==> config.mk <==
export PLATFORM = sky130hd
export DESIGN_NAME = downsizing_n
export DESIGN_NICKNAME = d
export VERILOG_FILES = /design/src/rtl/downsizing_n.sv
export SDC_FILE = /design/constraint.sdc
export NUM_CORES = 1
export LEC_CHECK = 0
export CORE_MARGIN = 3
export CORE_UTILIZATION = 35
export CTS_CLUSTER_SIZE = 30
export DETAILED_ROUTE_END_ITERATION = 7
export HOLD_SLACK_MARGIN = 0.06
export PLACE_DENSITY = 0.68
export SYNTH_ARGS = -nofsm -noshare
export SYNTH_HDL_FRONTEND = slang
export SYNTH_SLANG_ARGS = --single-unit
==> constraint.sdc <==
create_clock -name aclk -period 2.9 [get_ports aclk]
set_input_delay 0.29 -clock aclk [delete_from_list [all_inputs] [get_ports aclk]]
set_output_delay 0.29 -clock aclk [all_outputs]
set_load 0.005 [all_outputs]
==> src/rtl/downsizing_n.sv <==
// AXI-Stream width downconverter: N*W-bit beats in, W-bit words out, MSB word first.
// Empty keep words are skipped and the final kept word of a tlast beat carries tlast.
module downsizing_n #(
  parameter int W = 32,
  parameter int N = 4
) (
  input  logic             aclk,
  input  logic             rst,
  input  logic [N*W-1:0]   in_tdata,
  input  logic [N-1:0]     in_tkeep,
  input  logic             in_tlast,
  input  logic             in_tvalid,
  output logic             in_tready,
  output logic [W-1:0]     out_tdata,
  output logic             out_tlast,
  output logic             out_tvalid,
  input  logic             out_tready,
  output logic             err_empty_last
);

  logic [N*W-1:0] data_buf;
  logic [N-1:0]   pend;
  logic [N-1:0]   keep_w;
  logic [N-1:0]   sel_mask;
  logic           last_r;
  logic           one_left;
  logic           in_hs;
  logic           out_hs;

  // keep bit N-1 qualifies word 0, so flip the mask into word order
  always_comb begin
    keep_w = '0;
    for (int i = 0; i < N; i++) begin
      keep_w[i] = in_tkeep[N-1-i];
    end
  end

  // Lowest-index pending word wins; scanning downward leaves it as the final assignment
  always_comb begin
    sel_mask  = '0;
    out_tdata = '0;
    for (int i = N-1; i >= 0; i--) begin
      if (pend[i]) begin
        sel_mask    = '0;
        sel_mask[i] = 1'b1;
        out_tdata   = data_buf[(N-1-i)*W +: W];
      end
    end
  end

  assign one_left   = (pend != '0) && ((pend & (pend - N'(1))) == '0);
  assign out_tvalid = (pend != '0);
  assign out_tlast  = last_r & one_left;
  assign in_tready  = (pend == '0) | (out_tready & one_left);
  assign in_hs      = in_tvalid & in_tready;
  assign out_hs     = out_tvalid & out_tready;

  // A new beat may only arrive as the last word leaves, so the load overrides the clear
  always_ff @(posedge aclk) begin
    if (rst) begin
      pend           <= '0;
      last_r         <= 1'b0;
      err_empty_last <= 1'b0;
    end else begin
      err_empty_last <= in_hs & in_tlast & (in_tkeep == '0);
      if (in_hs) begin
        pend   <= keep_w;
        last_r <= in_tlast;
      end else if (out_hs) begin
        pend <= pend & ~sel_mask;
      end
    end
  end

  always_ff @(posedge aclk) begin
    if (in_hs) begin
      data_buf <= in_tdata;
    end
  end

endmodule

==> results.cfg <==
[power_and_ir_drop]
power_frac_seq = 0.477
p_total_w = 0.004978
swShare = 0.2195
internal_power_w = 0.003885
combPwrFrac = 0.137
clkPwrFrac = 0.386
power.density_nw_per_um2 = 652.8
switchingPower_w = 0.001093
leakagePower_nw = 2.562
ir_worst_vdd_uv = 362.1

[critical_path]
critPathBufInv = 2
crit_path_max_incr_delay_ns = 0.58
worstPathMaxFanout = 22
end_kind = output pin
worstSetupStartpointType = register
crit_cells = 5
r2r_end = pend[2]
r2r_start = pend[1]
worst_path_max_delay_cell = clkdlybuf4s50_1
r2r.worst_path.cells = 6
arrival_ns = 2.41
critPathTopFamily = buffers and inverters
crit_required_ns = 2.61
rrSetupSlack_ns = 0.75
critPathKind = reg -> out
path_cells = nor2b_4, buf_4, a221oi_1, o31ai_1, clkdlybuf4s50_1

[logic_synthesis]
ys_ff_latch = 134
ys.flop_type = edfxtp_1
synth_edf_count = 128
yosysSeqAreaShare = 0.7706
yosysWarningCount = 0
netlist.area_leader.share = 0.7473
ys_async_sr_fraction = 0
synth_area_leader_cell = edfxtp_1
syn_nets = 460
postSynthCellCount = 323
syn_area_sq_um = 5144
synthTopCellsByArea = edfxtp_1 75%, a221oi_1 5.4%, o31ai_1 4.7%, nor2b_1 4.0%, nand2_1 2.6%
synth_area_per_cell_sq_um = 15.92
synthDistinctLibCells = 33

[die]
die_h_um = 127.2
dieArea_sq_um = 16190
start_util = 0.3635
die_w_um = 127.2
coreArea_sq_um = 14150
num_rows = 43
pin_count = 173

[timing]
max-slew-margin-rel = 0.6054
worst_slew_pin_slew_ns = 0.5919
fin_hold_ws_ns = 0.4338
timing.final.crit_period_ns = 2.699
post-route-period-util = 0.9307
maxSlewViolCount = 0
fmax_ghz = 0.3705
setup_viol = 0
tns_ns = 0
hold_viol_final = 0
rsz0062_at_grt = false
fin_skew_ns = 0.007928

[detailed_routing]
drc_errors = 0
ant_nets = 0
vias = 3409
drtIter0Drc = 187
dr.pass1.iters = 4
vias_per_cell = 4.941
routedWlPerCell_um = 17.40
wirelength_um = 12010

[worst_hold_path]
holdCritStartpoint = in_tdata[45]
min_path_cells = 1
min_to = data_buf[45]
hp-class = in -> reg

[cts]
cts.clk_slew.worst_paths_ns = 0.06
clk_path_buf_depth = 2
root_buffer = clkbuf_16
htree_levels = 4
clkLatencyLatePin_ns = 0.41
cts.sinks = 134
cts_inserted_buffers = 17
post_cts_buffers = 0
cts_tree = built

[place]
hpwl_um = 8034
port_buffers = 172
gp_congestion = 0.7798
placed_cell_area_sq_um = 7081

[cells_and_area]
postLayoutCoreUtil = 0.5390
syn2layout_area_growth_pct = 48.26
n_antenna_cell = 0
drive_gt1_frac = 0.09020
final_cell_area_sq_um = 7626
nNetsFinal = 634

[global_routing]
grt_overflow = 0
grt_pass1_wl_um = 18250
grt_pass1_vias = 3478
grtUsageTotal = 0.1505
antenna_found_initial = 1
grt_max_degree = 81

[outcome]
status = completed

[run]
cap_violations = 0
==> repair_timing <==
item / 4_1_cts / 5_1_grt
hold buffers: 0 / 0
gates resized for setup: 0 / 2
setup endpoints to repair: 0 / 3
==> cell type report <==
class | instances | area (sq um)
tap | 180 | 225.2
fill | 1168 | 6524
clock inverter | 14 | 111.4
timing repair buffer | 180 | 1807
clock buffer | 18 | 429.2
sequential | 134 | 3973
inverter | 3 | 11.26
multi-input combinational | 161 | 1070
==> cell families (layout without fill, tap and decap cells) <==
group,count (synthesis),after routing,synth area share
and+or+nand+nor,84,84,0.08587
xor gates and xnor gates,1,1,0.001703
AOI/OAI and AO/OA,75,75,0.1163
muxes,1,1,0.001946
DFF,134,134,0.7706
buffers and inverters,28,215,0.02359
==> registers in the layout, summed over array words and instances, names as in the netlist <==
signal,cells
data_buf,128
pend,4
err_empty_last,1
last_r,1
==> cells in the mapped netlist, types with 2 or more instances <==
cell,number
o21ai_0,3
nor2b_1,33
nor2_1,4
dfxtp_1,6
buf_2,3
edfxtp_1,128
clkbuf_1,18
a221oi_1,32
a211oi_1,2
inv_1,3
nor3b_1,2
nand2_1,36
o31ai_1,32
a31o_2,2
==> per-stage QoR <==
step                      instances  worst slack, ns
after floorplan                 323           0.4195
after global placement          658           0.5455
after detailed placement        658           0.4990
after CTS                       690          0.06096
after global routing            690          0.02814
final                           690           0.2009
==> power groups by stage <==
stage | Combinational (W) | Clock (W) | Sequential, W
3_3_place_gp | 0.000678 | 0 | 0.00241
6_report | 0.000680 | 0.00192 | 0.00237
5_1_grt | 0.000733 | 0.00208 | 0.00239
4_1_cts | 0.000692 | 0.00199 | 0.00238
3_5_place_dp | 0.000687 | 0 | 0.00242
2_1_floorplan | 0.000265 | 0 | 0.00239
==> cell usage in the layout (no fill, tap or decap), drive strengths merged, types with 4 or more instances in the layout <==
cell type      count
nand2             36
clkinv             9
inv                4
clkbuf            18
o31ai             32
dfxtp              6
nor2b             33
a221oi            32
clkdlybuf4s50    172
buf                8
edfxtp           128
nor2               4
==> per-layer routing <==
layer	global-route usage	vias up	wire (um)
met3	0.06647	22	1000
met5	0	-	18
met2	0.2432	139	5889
li1	-	1619	-
met1	0.1758	1627	4878
met4	0.06183	2	221
==> worst max path at each step <==
stage	slack [ns]	start	to
6_report	0.20	pend[3]	out_tdata[9]
5_1_grt	0.03	pend[3]	out_tdata[9]
4_1_cts	0.06	pend[2]	out_tdata[9]
3_5_place_dp	0.50	out_tready	data_buf[109]
3_3_place_gp	0.55	pend[2]	out_tdata[2]
2_1_floorplan	0.42	pend[0]	data_buf[0]
No activity file was read; power rests on OpenSTA's default activity.
